## src/rtl/spi_slave.sv

```systemverilog
// SPI responder: oversamples SCK/CS/MOSI in the clk domain, deframes MOSI into
// words on a valid/ready stream and serialises words from a valid/ready stream
// onto MISO. CPOL/CPHA are latched at the start of every frame.
module spi_slave #(
    parameter int DATA_WIDTH    = 16,
    parameter int COUNTER_WIDTH = 4
) (
    input  logic                  clk,
    input  logic                  reset,
    input  logic                  enable,
    output logic                  rx_valid,
    output logic [DATA_WIDTH-1:0] rx_data,
    input  logic                  rx_ready,
    output logic                  rx_overrun,
    input  logic                  tx_valid,
    input  logic [DATA_WIDTH-1:0] tx_data,
    output logic                  tx_ready,
    output logic                  tx_underrun,
    output logic                  frame_error,
    input  logic                  spi_cpol,
    input  logic                  spi_cpha,
    input  logic                  spi_cs,
    input  logic                  spi_mosi,
    input  logic                  spi_sck,
    output logic                  spi_miso
);

    typedef enum logic {
        IDLE,
        ACTIVE
    } state_t;

    localparam logic [COUNTER_WIDTH-1:0] LAST_BIT = COUNTER_WIDTH'(DATA_WIDTH - 1);

    // Synchroniser and history stages
    logic sck_meta, sck_sync, sck_hist;
    logic cs_meta, cs_sync, cs_hist;
    logic mosi_meta, mosi_sync;

    // Frame state
    state_t                   state;
    logic                     cpol_latched;
    logic                     cpha_latched;
    logic                     word_seen;
    logic [COUNTER_WIDTH-1:0] bit_cnt;
    logic [DATA_WIDTH-1:0]    rx_shift;
    logic [DATA_WIDTH-1:0]    tx_shift;

    // Detected events, all one clk wide
    logic cs_fall, cs_rise;
    logic lead_edge, trail_edge;
    logic sample_edge, shift_edge;

    // Two-flop synchronisers on the SPI pins plus a history flop for edge detection
    always_ff @(posedge clk) begin
        // NOTE: every sequential assignment is non-blocking so all flops update from pre-edge values.
        if (reset) begin
            sck_meta  <= 1'b0;
            sck_sync  <= 1'b0;
            sck_hist  <= 1'b0;
            cs_meta   <= 1'b1;
            cs_sync   <= 1'b1;
            cs_hist   <= 1'b1;
            mosi_meta <= 1'b0;
            mosi_sync <= 1'b0;
        end else begin
            sck_meta  <= spi_sck;
            sck_sync  <= sck_meta;
            sck_hist  <= sck_sync;
            cs_meta   <= spi_cs;
            cs_sync   <= cs_meta;
            cs_hist   <= cs_sync;
            mosi_meta <= spi_mosi;
            mosi_sync <= mosi_meta;
        end
    end

    assign cs_fall     = cs_hist && !cs_sync;
    assign cs_rise     = !cs_hist && cs_sync;
    assign lead_edge   = (sck_hist == cpol_latched) && (sck_sync != cpol_latched);
    assign trail_edge  = (sck_hist != cpol_latched) && (sck_sync == cpol_latched);
    assign sample_edge = cpha_latched ? trail_edge : lead_edge;
    assign shift_edge  = cpha_latched ? lead_edge : trail_edge;

    // Frame FSM with RX deframing, TX serialisation and registered status pulses
    always_ff @(posedge clk) begin
        if (reset) begin
            state        <= IDLE;
            cpol_latched <= 1'b0;
            cpha_latched <= 1'b0;
            word_seen    <= 1'b0;
            bit_cnt      <= '0;
            rx_shift     <= '0;
            tx_shift     <= '0;
            rx_valid     <= 1'b0;
            rx_data      <= '0;
            rx_overrun   <= 1'b0;
            tx_ready     <= 1'b0;
            tx_underrun  <= 1'b0;
            frame_error  <= 1'b0;
            spi_miso     <= 1'b0;
        end else begin
            // NOTE: strobes default low here so each one lasts exactly one cycle.
            tx_ready    <= 1'b0;
            tx_underrun <= 1'b0;
            rx_overrun  <= 1'b0;
            frame_error <= 1'b0;

            if (rx_valid && rx_ready) begin
                rx_valid <= 1'b0;
            end

            spi_miso <= (state == ACTIVE) ? tx_shift[DATA_WIDTH-1] : 1'b0;

            case (state)
                IDLE: begin
                    if (enable && cs_fall) begin
                        state        <= ACTIVE;
                        cpol_latched <= spi_cpol;
                        cpha_latched <= spi_cpha;
                        word_seen    <= 1'b0;
                        bit_cnt      <= '0;
                        rx_shift     <= '0;
                        if (!spi_cpha) begin
                            // CPHA=0 must present the first bit before the first SCK edge
                            tx_ready    <= 1'b1;
                            tx_underrun <= !tx_valid;
                            tx_shift    <= tx_valid ? tx_data : '0;
                        end else begin
                            tx_shift <= '0;
                        end
                    end
                end

                ACTIVE: begin
                    if (!enable) begin
                        state    <= IDLE;
                        bit_cnt  <= '0;
                        tx_shift <= '0;
                    end else if (cs_rise) begin
                        state    <= IDLE;
                        bit_cnt  <= '0;
                        tx_shift <= '0;
                        rx_shift <= '0;
                        if (bit_cnt != '0) begin
                            frame_error <= 1'b1;
                        end
                    end else begin
                        if (sample_edge) begin
                            rx_shift <= {rx_shift[DATA_WIDTH-2:0], mosi_sync};
                            if (bit_cnt == LAST_BIT) begin
                                bit_cnt    <= '0;
                                word_seen  <= 1'b1;
                                rx_data    <= {rx_shift[DATA_WIDTH-2:0], mosi_sync};
                                rx_valid   <= 1'b1;
                                rx_overrun <= rx_valid && !rx_ready;
                            end else begin
                                bit_cnt <= bit_cnt + 1'b1;
                            end
                        end
                        if (shift_edge) begin
                            if (bit_cnt == '0 && (cpha_latched || word_seen)) begin
                                tx_ready    <= 1'b1;
                                tx_underrun <= !tx_valid;
                                tx_shift    <= tx_valid ? tx_data : '0;
                            end else begin
                                tx_shift <= {tx_shift[DATA_WIDTH-2:0], 1'b0};
                            end
                        end
                    end
                end

                default: state <= IDLE;
            endcase
        end
    end

endmodule

```

## config.mk

```make
export PLATFORM = sky130hd
export DESIGN_NAME = spi_slave
export DESIGN_NICKNAME = d
export VERILOG_FILES = /design/src/rtl/spi_slave.sv
export SDC_FILE = /design/constraint.sdc
export NUM_CORES = 1
export LEC_CHECK = 0
export CAP_MARGIN = 20
export CELL_PAD_IN_SITES_DETAIL_PLACEMENT = 1
export CELL_PAD_IN_SITES_GLOBAL_PLACEMENT = 2
export CORE_ASPECT_RATIO = 1.2
export CORE_MARGIN = 4
export CORE_UTILIZATION = 33
export DETAILED_ROUTE_END_ITERATION = 10
export GPL_ROUTABILITY_DRIVEN = 0
export PLACE_DENSITY_LB_ADDON = 0.1
export SLEW_MARGIN = 20
export SYNTH_ARGS = -nofsm -noshare
export SYNTH_HDL_FRONTEND = slang
export SYNTH_SLANG_ARGS = --single-unit
```

## constraint.sdc

```tcl
create_clock -name clk -period 2.5 [get_ports clk]
set_input_delay 0.5 -clock clk [delete_from_list [all_inputs] [get_ports clk]]
set_output_delay 0.5 -clock clk [all_outputs]
set_load 0.01 [all_outputs]
```

; ---- Yosys cells after proc, flatten, opt, wreduce, memory -nomap -nowiden
; Index checks and enable logic that the tools add are counted.
; W data, S select, Z words.
[op_classes]
addsub = 1
n_mul = 0
n_div = 0
n_lt_le_gt_ge = 0
n_eq_ne = 13
shift = 0
n_mux = 52
bitwise = 5
reduce_logical = 24
[ops]
columns = cell, count
row1 = $mux W16, 7
row2 = $mux W15, 4
row3 = $pmux W16 S2, 1
row4 = $pmux W15 S2, 1
row5 = $mux W1, 29
row6 = $mux W4, 5
row7 = $reduce_and A5 Y1, 2
row8 = $logic_and A1 B1 Y1, 8
row9 = $ne A4 B2 Y1 const B, 2
row10 = $pmux W1 S2, 4
row11 = $pmux W4 S2, 1
row12 = $ne A2 B2 Y1 const B, 3
row13 = $reduce_and A2 Y1, 3
row14 = $reduce_or A6 Y1, 1
row15 = $not A1 Y1, 5
row16 = $add A4 B1 Y4 const B, 1
row17 = $eq A4 B4 Y1 const B, 1
row18 = $logic_not A1 Y1, 4
row19 = $logic_not A4 Y1, 1
row20 = $ne A2 B1 Y1 const B, 2
row21 = $reduce_bool A4 Y1, 1
row22 = $reduce_or A4 Y1, 1
row23 = $ne A3 B1 Y1 const B, 1
row24 = $reduce_and A3 Y1, 1
row25 = 4 further kinds, 6
[totals]
register_bits = 69
latchBits = 0
ramBits = 0
romBits = 0
in_bits = 26
out_inout_bits = 22
wordCells = 117
memories = 0

; ---- Logic depth before layout (Yosys ltp)
[logic_depth]
ltp_word = 7
ltp_mapped = 7
depth_no_buf = 6

; ---- Worst setup path before layout
; No wires, ideal clock.
[synth_path]
kind = reg-to-reg
startpoint = reg bit_cnt[0]
endpoint = reg tx_shift[10]
arrival_time_ps = 1641
t_required_ps = 2350
path_slack_ps = 709
path_stages_with_launch = 8
path_buffers = 1
cell_sequence = dfxtp_1 -> inv_1 -> ha_1 -> nor3b_1 -> a211oi_2 -> buf_4 -> a221oi_1 -> a221oi_2
[synth_via]
elab_chain_cells = 7
[synth_rtl]
columns = item, line
row1 = start: declaration, 45  ; logic [COUNTER_WIDTH-1:0] bit_cnt;
row2 = start signal: assignment, 158  ; bit_cnt <= bit_cnt + 1'b1;
row3 = $logic_not A4 Y1, 162  ; if (bit_cnt == '0 && (cpha_latched || word_seen)) begin
row4 = $logic_and A1 B1 Y1, 162
row5 = $mux W16, 162
row6 = $mux W16, 161  ; if (shift_edge) begin
row7 = $mux W16, 140  ; end else if (cs_rise) begin
row8 = $mux W16, 136  ; if (!enable) begin
row9 = $pmux W16 S2, 115  ; case (state)
row10 = end signal: assignment, 128  ; tx_shift <= tx_valid ? tx_data : '0;
row11 = end signal: assignment, 165  ; tx_shift <= tx_valid ? tx_data : '0;
row12 = end signal: assignment, 167  ; tx_shift <= {tx_shift[DATA_WIDTH-2:0], 1'b0};
row13 = end: declaration, 47  ; logic [DATA_WIDTH-1:0] tx_shift;
; No other way between the ends. The select of a mux whose other input is x is not followed.
; A chain may end at the register's enable or synchronous reset.

; ---- Final worst setup path
[layout_path]
startpoint = reg bit_cnt[0]
endpoint = reg tx_shift[5]
; Same word-level chain as after synthesis.

==> flow_summary_export.csv <==
group,metric,value,unit
run_status,run_status,"finished clean",
critical_path,endpoint_kind,"register",
critical_path,crit_start,"bit_cnt[0]",
sta,final_max_slew_viol_count,0,
synth,ys_types,44,
critical_path,cp.arrival,2150,ps
critical_path,slowest_delay,420,ps
clock_network,htree_levels,3,
synth,synthCells,311,
synth,synth_fp_nets,339,
route,via_per_inst,5.02,
critical_path,cp_slowest_cell,"a41o_2",
global_route,grt_pass1_vias,2476,
synth,async_reset_ff_frac,0,
sta,rsz0062_at_grt,"no",
min_path,hold_path_class,"register to register",
route,dr.pass1.iters,4,
critical_path,rrSetupSlack,600,ps
global_route,gr-total-overflow,0,
clock_network,cts_sinks,69,
clock_network,cts_buffer_depth,2,
placement,io_buffers,47,
sta,clock_skew,9.37,ps
global_route,grt_pass1_wl,12300,um
sta,whs,427,ps
global_route,met3_usage,0.0356,
placement,hpwl,4960,um
sta,hold_violations,0,
placement,dpl_cell_area,3680,um^2
clock_network,ctsHoldBuffers,0,
die,io_pins,48,
flow_run,drv_cap,0,
critical_path,critPathRequiredTime,2740,ps
die,start_util,0.338,
sta,max_freq,525,MHz
clock_network,cts_setup_buffers,0,
critical_path,criticalPathCategory,"register to register",
critical_path,worst_r2r_endpoint,"tx_shift[5]",
synth,syn_area_per_cell,9.87,um^2
critical_path,r2r_cells,7,
synth,ys_ff_latch,69,
global_route,grtUsageMet1,0.188,
clock_network,clock_latency,340,ps
clock_network,cts_buffers,9,
global_route,met2_usage,0.228,
die,die_width,96.0,um
finish,area_delta_synth_final,25.6,%
min_path,hold_start,"cs_meta",
finish,multi_input_area,1510,um^2
pwr,irDropWorstVdd,223,uV
clock_network,root_buffer,"clkbuf_8",
sta,max_slew_margin,0.566,
finish,regArea,1380,um^2
sta,period_share,0.761,
route,num_vias,2444,
clock_network,tritoncts,"built",
finish,fin_nets,390,
critical_path,crit_path_cell_trace,"inv_1, ha_1, nor3b_1, buf_4, a41o_2, nand3_1, a221oi_1",
die,dieArea,10900,um^2
route,routedWlPerCell,15.1,um
finish,layout-drive-gt1-share,0.147,
pwr,p_per_area,551,nW/um^2
min_path,hold_path_end,"cs_sync",
route,routed_wl,7340,um
die,die_h,114,um
sta,finalSetupViolCount,0,
die,rows,38,
min_path,hold_depth,1,
synth,synth-seq-area-share,0.450,
sta,period_minus_slack,1900,ps
global_route,busiest_layer,"met2",
finish,fill_cells,1037,
synth,synth_top_flop_cell,"dfxtp_1",
route,drt_iter0_drc,69,
route,drc,0,
placement,dpl_worst_slack,279,ps
global_route,grtUsageTotal,0.144,
finish,instances_no_fill,487,
critical_path,cp-start-kind,"register",
finish,fin_area,3860,um^2
placement,dp.cells,471,
global_route,grt_max_degree,38,
global_route,antenna_found_initial,0,
critical_path,worstReg2RegStart,"bit_cnt[0]",
synth,ys_warn_count,0,
clock_network,postCtsResizedCells,0,
synth,synth_area,3070,um^2
route,detail-route-antenna-nets,0,
sta,setup_tns,0,ps
die,coreArea,9080,um^2
sta,setup_ws,596,ps
synth,synth_enable_flop_cells,0,
clock_network,path_clk_slew,70,ps
finish,n_antenna_cell,0,
pwr,power_leakage,1.30,nW
sta,tightest_slew,649,ps
critical_path,cp_max_fo,16,
[layout by cell type, fill, tap and decap left out, types with 7 or more instances in the layout]
cell type | synthesis | routed
dfxtp_1 | 69 | 69
nand3_1 | 18 | 18
clkbuf_8 | 0 | 10
nor2_1 | 9 | 9
nand2_1 | 23 | 23
a21oi_1 | 7 | 7
mux2i_1 | 31 | 31
buf_4 | 2 | 14
a221oi_1 | 21 | 21
a221oi_2 | 9 | 9
nor2b_1 | 8 | 8
nand2b_1 | 36 | 36
inv_1 | 18 | 18
clkdlybuf4s50_1 | 0 | 46
[synth_stat cells, types with 2 or more instances]
cell type,n,area (um^2)
nand3_1,18,90.1
or2_2,4,25.0
clkbuf_1,13,48.8
nand2b_1,36,225
dfxtp_1,69,1380
buf_6,3,33.8
buf_4,2,15.0
nand2_1,23,86.3
ha_1,2,25.0
nand4_1,2,12.5
nor2b_1,8,50.1
o21ai_0,4,20.0
inv_1,18,67.6
a21oi_1,7,35.0
a221oi_2,9,135
a221oi_1,21,184
o32ai_1,3,26.3
mux2i_1,31,310
mux2i_2,2,27.5
buf_1,2,7.51
nor3_1,3,15.0
nor2_1,9,33.8
[per-stage QoR]
stage	total power, mW	util
6_report	2.13	0.425
5_1_grt	2.22	0.425
4_1_cts	2.16	0.425
3_5_place_dp	1.33	0.405
3_3_place_gp	1.33	0.405
2_1_floorplan	1.26	-
[layer usage]
metal	up-vias	wire [um]
met3	7	269
li1	1211	-
met1	1192	3480
met5	-	0
met2	34	3510
met4	0	76
[layout make-up]
class / instances / area share
clock inverter: 6 / 0.0101
inverter: 18 / 0.0175
tap: 120 / 0.0389
clock buffer: 10 / 0.0357
timing repair buffer: 61 / 0.148
sequential: 69 / 0.358
multi-input combinational: 203 / 0.392
[worst max-delay path, delay by kind of cell (launching register included)]
kind                       cells  cell delay, ps
DFF                            1             340
and+or+nand+nor                2             350
buffers and inverters          2             260
adders and majority gates      1             140
AOI/OAI and AO/OA              2             710
[cell families (layout without fill, tap and decap cells)]
family / after synthesis / after routing / synth area share
muxes: 34 / 34 / 0.114
adders and majority gates: 2 / 2 / 0.00815
AOI/OAI and AO/OA: 54 / 54 / 0.166
DFF: 69 / 69 / 0.450
buffers and inverters: 39 / 95 / 0.0579
xor gates and xnor gates: 1 / 1 / 0.00530
and+or+nand+nor: 112 / 112 / 0.199
[state kept, by name (all words and copies together), names as in the netlist, 4 cells and up]
name,flops
rx_data,16
tx_shift,16
rx_shift,15
bit_cnt,4
[how the worst max path moves through the flow]
stage | slack [ps] | to
detailed placement | 280 | tx_shift[5]
floorplan | 710 | tx_shift[10]
finish | 600 | tx_shift[5]
global placement | 300 | tx_shift[15]
global route | 430 | tx_shift[3]
CTS | 580 | rx_shift[4]
[power by group]
group          leakage, nW  internal, mW  total (mW)  switching, mW
Combinational        0.656        0.0890       0.174         0.0855
Clock               0.0880         0.383       0.822          0.439
Sequential           0.559          1.12        1.13         0.0115
Total                 1.30          1.59        2.13          0.536
Note: power is estimated with default switching activity, not from simulation.
